===== config.mk =====
export PLATFORM = sky130hd
export DESIGN_NAME = ped_crossing_ctrl
export DESIGN_NICKNAME = d
export VERILOG_FILES = /design/src/rtl/traffic_pkg.sv /design/src/rtl/btn_sync_edge.sv /design/src/rtl/ped_crossing_ctrl.sv
export SDC_FILE = /design/constraint.sdc
export NUM_CORES = 1
export LEC_CHECK = 0
export ABC_AREA = 0
export CAP_MARGIN = 20
export CORE_ASPECT_RATIO = 0.9
export CORE_MARGIN = 1.5
export CORE_UTILIZATION = 48
export DETAILED_ROUTE_END_ITERATION = 6
export PLACE_DENSITY = 0.79
export SLEW_MARGIN = 20
export SYNTH_ARGS = -nofsm -noshare
export SYNTH_HDL_FRONTEND = slang
export SYNTH_SLANG_ARGS = --single-unit
export TNS_END_PERCENT = 20

===== constraint.sdc =====
create_clock -name clk -period 1.75 [get_ports clk]
set_clock_uncertainty 0.15 [all_clocks]
set_input_delay 0.525 -clock clk [delete_from_list [all_inputs] [get_ports clk]]
set_output_delay 0.525 -clock clk [all_outputs]
set_load 0.05 [all_outputs]

===== src/rtl/traffic_pkg.sv =====
// Shared definitions for the traffic-light and pedestrian crossing blocks.
package traffic_pkg;

  localparam logic [1:0] LIGHT_RED     = 2'b00;
  localparam logic [1:0] LIGHT_GREEN   = 2'b01;
  localparam logic [1:0] LIGHT_YELLOW  = 2'b10;
  localparam logic [1:0] LIGHT_ILLEGAL = 2'b11;

  typedef enum logic [2:0] {
    IDLE     = 3'd0,
    WAIT_RED = 3'd1,
    WALK     = 3'd2,
    CLEAR    = 3'd3,
    HOLD     = 3'd4
  } ped_state_t;

endpackage


===== src/rtl/btn_sync_edge.sv =====
// Two-flop synchronizer for an asynchronous input followed by a one-cycle
// rising-edge pulse; reusable for any slow sensor input.
module btn_sync_edge (
  input  logic clk,
  input  logic rst,
  input  logic din,
  output logic rise
);

  logic sync1_q, sync1_d;
  logic sync2_q, sync2_d;
  logic prev_q, prev_d;

  // Shift the raw input through the synchronizer and keep one history bit.
  always_comb begin
    sync1_d = din;
    sync2_d = sync1_q;
    prev_d  = sync2_q;
  end

  // Synchronizer and history registers, cleared asynchronously.
  always_ff @(posedge clk or posedge rst) begin
    if (rst) begin
      sync1_q <= 1'b0;
      sync2_q <= 1'b0;
      prev_q  <= 1'b0;
    end else begin
      sync1_q <= sync1_d;
      sync2_q <= sync2_d;
      prev_q  <= prev_d;
    end
  end

  assign rise = sync2_q & ~prev_q;

endmodule


===== src/rtl/ped_crossing_ctrl.sv =====
// Pedestrian crossing controller: latches button requests, grants WALK only
// at the start of a vehicle red phase, then runs a flashing clearance with
// countdown and a steady DON'T WALK hold until red ends.
module ped_crossing_ctrl
  import traffic_pkg::*;
#(
  parameter int WALK_CYC  = 4,
  parameter int CLEAR_CYC = 4
) (
  input  logic       clk,
  input  logic       rst,
  input  logic [1:0] light,
  input  logic       btn,
  output logic       walk,
  output logic       dont_walk,
  output logic [3:0] countdown,
  output logic       req_pending,
  output logic       fault
);

  localparam logic [3:0] WALK_LOAD  = 4'(WALK_CYC - 1);
  localparam logic [3:0] CLEAR_LOAD = 4'(CLEAR_CYC - 1);
  localparam logic [3:0] CLEAR_INIT = 4'(CLEAR_CYC);

  ped_state_t state_q, state_d;
  logic [1:0] light_q, light_d;
  logic [3:0] cnt_q, cnt_d;
  logic       walk_q, walk_d;
  logic       dont_walk_q, dont_walk_d;
  logic [3:0] countdown_q, countdown_d;
  logic       req_pending_q, req_pending_d;
  logic       fault_q, fault_d;

  logic btn_rise;
  logic red_now;
  logic red_entry;
  logic pending;

  btn_sync_edge u_btn_sync (
    .clk  (clk),
    .rst  (rst),
    .din  (btn),
    .rise (btn_rise)
  );

  assign red_now   = (light == LIGHT_RED);
  assign red_entry = red_now && (light_q != LIGHT_RED);
  assign pending   = req_pending_q | btn_rise;

  // Next-state and next-output logic; illegal codes and red ending during
  // WALK/CLEAR override normal sequencing and force a safe DON'T WALK.
  always_comb begin
    state_d       = state_q;
    light_d       = light;
    cnt_d         = cnt_q;
    walk_d        = walk_q;
    dont_walk_d   = dont_walk_q;
    countdown_d   = countdown_q;
    req_pending_d = pending;
    fault_d       = fault_q;

    if (light == LIGHT_ILLEGAL ||
        ((state_q == WALK || state_q == CLEAR) && !red_now)) begin
      fault_d     = 1'b1;
      walk_d      = 1'b0;
      dont_walk_d = 1'b1;
      countdown_d = 4'd0;
      cnt_d       = 4'd0;
      state_d     = pending ? WAIT_RED : IDLE;
    end else begin
      case (state_q)
        IDLE, WAIT_RED: begin
          walk_d      = 1'b0;
          dont_walk_d = 1'b1;
          countdown_d = 4'd0;
          if (red_entry && pending) begin
            state_d       = WALK;
            walk_d        = 1'b1;
            dont_walk_d   = 1'b0;
            cnt_d         = WALK_LOAD;
            req_pending_d = 1'b0;
          end else if (pending) begin
            state_d = WAIT_RED;
          end
        end
        WALK: begin
          if (cnt_q == 4'd0) begin
            state_d     = CLEAR;
            walk_d      = 1'b0;
            dont_walk_d = 1'b1;
            countdown_d = CLEAR_INIT;
            cnt_d       = CLEAR_LOAD;
          end else begin
            cnt_d = cnt_q - 4'd1;
          end
        end
        CLEAR: begin
          if (cnt_q == 4'd0) begin
            state_d     = HOLD;
            dont_walk_d = 1'b1;
            countdown_d = 4'd0;
          end else begin
            dont_walk_d = ~dont_walk_q;
            countdown_d = countdown_q - 4'd1;
            cnt_d       = cnt_q - 4'd1;
          end
        end
        HOLD: begin
          walk_d      = 1'b0;
          dont_walk_d = 1'b1;
          countdown_d = 4'd0;
          if (!red_now) begin
            state_d = pending ? WAIT_RED : IDLE;
          end
        end
        default: begin
          state_d     = IDLE;
          walk_d      = 1'b0;
          dont_walk_d = 1'b1;
          countdown_d = 4'd0;
          cnt_d       = 4'd0;
        end
      endcase
    end
  end

  // State and output registers; light_q resets to red so the red phase
  // present at reset release is never treated as a red entry.
  always_ff @(posedge clk or posedge rst) begin
    if (rst) begin
      state_q       <= IDLE;
      light_q       <= LIGHT_RED;
      cnt_q         <= 4'd0;
      walk_q        <= 1'b0;
      dont_walk_q   <= 1'b1;
      countdown_q   <= 4'd0;
      req_pending_q <= 1'b0;
      fault_q       <= 1'b0;
    end else begin
      state_q       <= state_d;
      light_q       <= light_d;
      cnt_q         <= cnt_d;
      walk_q        <= walk_d;
      dont_walk_q   <= dont_walk_d;
      countdown_q   <= countdown_d;
      req_pending_q <= req_pending_d;
      fault_q       <= fault_d;
    end
  end

  assign walk        = walk_q;
  assign dont_walk   = dont_walk_q;
  assign countdown   = countdown_q;
  assign req_pending = req_pending_q;
  assign fault       = fault_q;

endmodule


After elaboration in Yosys (flattened, before gate mapping)
Index checks and enable logic that the tools add are counted.

Bits in registers: 20. Input port bits: 5. Output and inout bits: 8. Logic and storage cells: 73.

Add/subtract/negate cells: 2. Eq/ne operators: 13. Multiplexer cells: 29. Bitwise operators: 4. Reduce and logical (&&, ||, !) cells: 14.

Operator list (number): 2-to-1 mux 4 bit (7); 2-to-1 mux 3 bit (6); case mux 4 bit (4 select lines) (1); case mux 3 bit (4 select lines) (1); 2-to-1 mux 1 bit (11); != test 3 bit, second input constant (3); case mux 4 bit (2 select lines) (1); subtractor 4 x 1 -> 4 bit, second input constant (2); == test 3 x 2 -> 1 bit, second input constant (2); != test 3 x 1 -> 1 bit, second input constant (2); case mux 1 bit (3 select lines) (2); zero test 4 bit (1); != test 4 bit, second input constant (1); AND reduction 4 bit (1); == test 3 x 1 -> 1 bit, second input constant (1); == test 3 bit, second input constant (1); logical AND 1 bit (3); zero test 3 bit (1); AND reduction 3 bit (1); == test 2 bit, second input constant (1); zero test 2 bit (1); logical OR 1 bit (2); != test 2 x 1 -> 1 bit, second input constant (1); != test 2 bit, second input constant (1); 7 further kinds (8).

Longest topological paths before layout
Depth after elaboration: 7. Mapped depth: 7. Mapped depth without buffers: 7.

Modules after synthesis
From an unflattened synthesis, not the netlist that was laid out.

Cells, all modules: 101. Area total of the unflattened synthesis: 1063.5 um2.

By module, submodules not included: ped_crossing_ctrl (instances 1, cells each 96, area each 970.9 um2); btn_sync_edge (instances 1, cells each 5, area each 92.6 um2).

Least setup slack after synthesis
OpenSTA, ideal clock, no wires.

Path type: register to register. Start: reg cnt_q[0]. End: reg state_q[0]. Setup time: 0.125 ns. Data arrival time: 1.588 ns. Required time: 1.475 ns. Slack: -0.113 ns. Stages on the path, launching flop included: 8. Buffers on the path: 0. Clock period less this slack: 1.863 ns. Path through: dfrtp_1 -> inv_1 -> ha_1 -> or3b_1 -> nand2_4 -> o21ai_2 -> a21oi_2 -> mux2_4.

Longest elaborated chain between the ends: 3. Elaborated cells on any way between the ends: 4. Those cells by class: 2 x eq/ne; 2 x reduce/logical.

Ends and longest elaborated chain: from (decl) (RTL line ped_crossing_ctrl.sv:27) `logic [3:0] cnt_q, cnt_d;`; from (signal assigned) (RTL line ped_crossing_ctrl.sv:142) `cnt_q <= cnt_d;`; zero test 4 bit * (RTL line ped_crossing_ctrl.sv:87, ped_crossing_ctrl.sv:98); != test 3 x 1 -> 1 bit (no source line); AND reduction 4 bit (no source line) *; to (signal assigned) (RTL line ped_crossing_ctrl.sv:140) `state_q <= state_d;`; to (decl) (RTL line ped_crossing_ctrl.sv:25) `ped_state_t state_q, state_d;`.

Every way passes the cells marked *; elsewhere a longest branch is shown, timed or not. A chain may end at the register's enable or synchronous reset.

Worst setup path in the final report
Start: reg cnt_q[1]. End: reg state_q[0].

The elaborated chain is that of the path after synthesis.

==> results.yml <==
grt:
  grt_pass1_vias: 847
  grt_pass1_wl_um: 3620
  grt_remaining_overflow: 0
  antenna_found_initial: 0
  grtUsageTotal_pct: 20.1
  grt_start_max_net_pins: 21
sta:
  setup_ws_ps: -76.8
  post-route-period-util_pct: 104
  tns_ps: -147
  rsz0062_at_grt: "true"
  max_freq_mhz: 547
  setup_viol: 4
  slew_viol_final: 0
  finalHoldViolCount: 0
  max_slew_margin_pct: 74.4
  final.min_clock_period_ps: 1830
  tightestPinTransition_ps: 382
yosys:
  muxShareOfSynthArea_pct: 2.33
  synth-seq-cells: 20
  synth_area_mm2: 0.00107
  synth_top_area_cell: "dfrtp_1"
  ys_seq_area_share_pct: 46.7
  synthTopCellsByCount: "19 x dfrtp_1, 9 x nor2_1, 8 x inv_1"
  synth_xor_area_share_pct: 1.63
  yosys.area_share.adder_pct: 3.49
  syn_avg_cell_area_um2: 10.4
  synth-compound-area-share_pct: 20.5
  synth_top_flop_cell: "dfrtp_1"
  post_synth_num_cell_types: 43
  yosysTopAreaCellShare_pct: 44.2
  synth_async_sr_flop_share_pct: 100
  yosysMostFrequentCell: "dfrtp_1"
  ys_top_cells_by_area: "dfrtp_1 44%, ha_1 3.5%, nor2_1 3.1%"
  syn-num-nets: 111
  yosys_warnings: 0
  netlist_instances: 103
  synth_top_family_by_area: "compound AO/OA/AOI/OAI gates"
  synthSimpleGateAreaFrac_pct: 20.4
  synth-edff-count: 0
power_and_ir_drop:
  finalPower_mw: 1.36
  switching_share_pct: 33.9
  p_per_area_mw_per_mm2: 871
  intPower_mw: 0.900
  p_switching_mw: 0.461
  clockPowerShare_pct: 16.2
  combPwrFrac_pct: 42.7
  power_leakage_nw: 0.695
  max-vdd-ir-drop_mv: 0.696
  p_seq_share_pct: 41.0
floorplanning:
  fp.dieH_um: 47.9
  row_count: 16
  core_mm2: 0.00214
  dieArea_mm2: 0.00253
  ioPinCount: 13
  start_util_pct: 50.2
  fp.dieW_um: 52.9
clock_tree:
  cts.sinks: 20
  cts_tree: "done"
  htreeDepth: 1
  clock_path_buffers: 2
  cts_made_buffers: 3
  clockRootBuffer: "clkbuf_4"
  path_clk_slew_ps: 110
  clock_latency_ps: 300
route:
  vias_per_cell: 5.35
  first_pass_iters: 4
  routed_wl_um: 2250
  ant_nets: 0
  num_vias: 899
  wl_per_cell_um: 13.4
  drc: 0
  drt_iter0_markers: 11
worst_setup_path:
  crit_chain: "inv_2, ha_4, or3b_4, nand2_4, o21ai_4, a21oi_2, mux2_4"
  critPathCaptureType: "flop"
  worst_setup_path_start_kind: "flop"
  cp_num_buf_inv: 1
  crit_required_ps: 1790
  critical_path_arrival_ps: 1870
  crit_fanout: 3
  crit_type: "flop to flop"
  critPathMaxStageDelay_ps: 400
  slowest_stage: "dfrtp_1"
  crit_family: "simple AND/OR/NAND/NOR gates"
flow_run:
  maxCapViolCount: 0
placement:
  hpwl_um: 1710
  port_buffers: 12
  place_ws_ps: -618
  place_congestion: 0.957
cells_and_area:
  syn2layout_area_growth_pct: 45.3
  final_util_pct: 72.9
  layout-drive-gt1-share_pct: 44.7
  diodes: 0
  multiInputGateArea_um2: 569
  nFillCells: 141
  final-seq-area_um2: 503
  finalNetCount: 150
status:
  violations: "negative setup slack"
  status: "finished, violations left"
hold_path:
  hold_path.class: "flop to flop"
==> placed cells by master, fill, tap and decap left out, types with 2 or more instances in the layout <==
cell / instances
a311o_2: 2
a31oi_1: 3
clkdlybuf4s50_1: 2
nor3b_2: 2
clkdlybuf4s15_1: 2
o22ai_1: 2
nand2b_1: 3
nor3_1: 3
nand2_1: 5
buf_4: 25
clkbuf_4: 3
xnor2_1: 2
a21oi_1: 2
nor2_1: 8
o21ai_0: 4
buf_12: 8
nor2b_1: 2
inv_2: 2
inv_1: 6
o21ai_1: 5
ha_1: 2
dfrtp_1: 18
==> stage by stage <==
stage / instances / area (um^2) / hold slack (ps)
floorplan: 103 / 1080 / 181
CTS: 168 / 1540 / 214
detailed placement: 161 / 1460 / 189
finish: 168 / 1560 / 213
global placement: 161 / 1460 / 185
global route: 168 / 1560 / 218
==> path summary, 6_finish.rpt <==
path	start	end	slack (ps)	cells past startpoint
setup reg to reg	cnt_q[1]$_DFFE_PP0P_	state_q[0]$_DFFE_PP0P_	-80	7
max in group asynchronous	rst	dont_walk$_DFFE_PP1P_	800	3
hold / removal	u_btn_sync.sync1_q$_DFF_PP0_	u_btn_sync.prev_d$_DFF_PP0_	210	0
min in group asynchronous	rst	u_btn_sync.prev_q$_DFF_PP0_	380	3
setup / recovery	cnt_q[1]$_DFFE_PP0P_	state_q[0]$_DFFE_PP0P_	-80	7
hold reg to reg	u_btn_sync.sync1_q$_DFF_PP0_	u_btn_sync.prev_d$_DFF_PP0_	210	0
==> sequential cells by signal, indices dropped and copies added, names as in the netlist <==
register,cells
cnt_q,4
countdown,4
dont_walk,1
fault,1
light_q,2
req_pending,1
state_q,3
u_btn_sync.prev_d,1
u_btn_sync.prev_q,1
u_btn_sync.sync1_q,1
walk,1
==> area by class of cell <==
type	instances	share of cell area [%]
inverter	8	1.92
timing repair buffer	38	25.6
tap	27	2.16
multi-input combinational	71	36.5
clock buffer	4	1.68
sequential	20	32.2
==> timing repair <==
action | in CTS | in global routing
hold buffers | 0 | 0
pin swaps | 3 | 0
endpoints found under the setup margin | 10 | 10
setup buffers | 3 | 0
resized for setup | 12 | 6
==> worst register-to-register path, delay by kind of cell (launching register included) <==
family | cells | cell delay [ps]
buffers and inverters | 1 | 80
multiplexers | 1 | 300
AND/OR/NAND/NOR | 2 | 480
flip-flops | 1 | 400
AO/OA/AOI/OAI | 2 | 180
adder cells (fa/ha/maj) | 1 | 130
==> cell families after synthesis <==
logic type	count (synthesis)
XOR/XNOR	2
buffers and inverters	12
multiplexers	2
AND/OR/NAND/NOR	35
adder cells (fa/ha/maj)	3
flip-flops	20
AO/OA/AOI/OAI	29
==> power by group through the flow <==
| stage | combinational [mW] | sequential, mW | clock [mW] |
|---|---|---|---|
| after floorplan | 0.274 | 0.588 | 0 |
| after global placement | 0.517 | 0.559 | 0 |
| after detailed placement | 0.530 | 0.562 | 0 |
| after CTS | 0.567 | 0.556 | 0.226 |
| after global routing | 0.633 | 0.565 | 0.255 |
| final | 0.581 | 0.558 | 0.221 |
==> metal layers <==
metal	part of all wire [%]	routed length, um	track usage [%]
met1	46	1040	27.7
met5	0	0	0
met4	1.7	39	10.8
met2	48	1090	31.0
met3	3.7	83	3.44
Power figures use the tool's default switching activity.
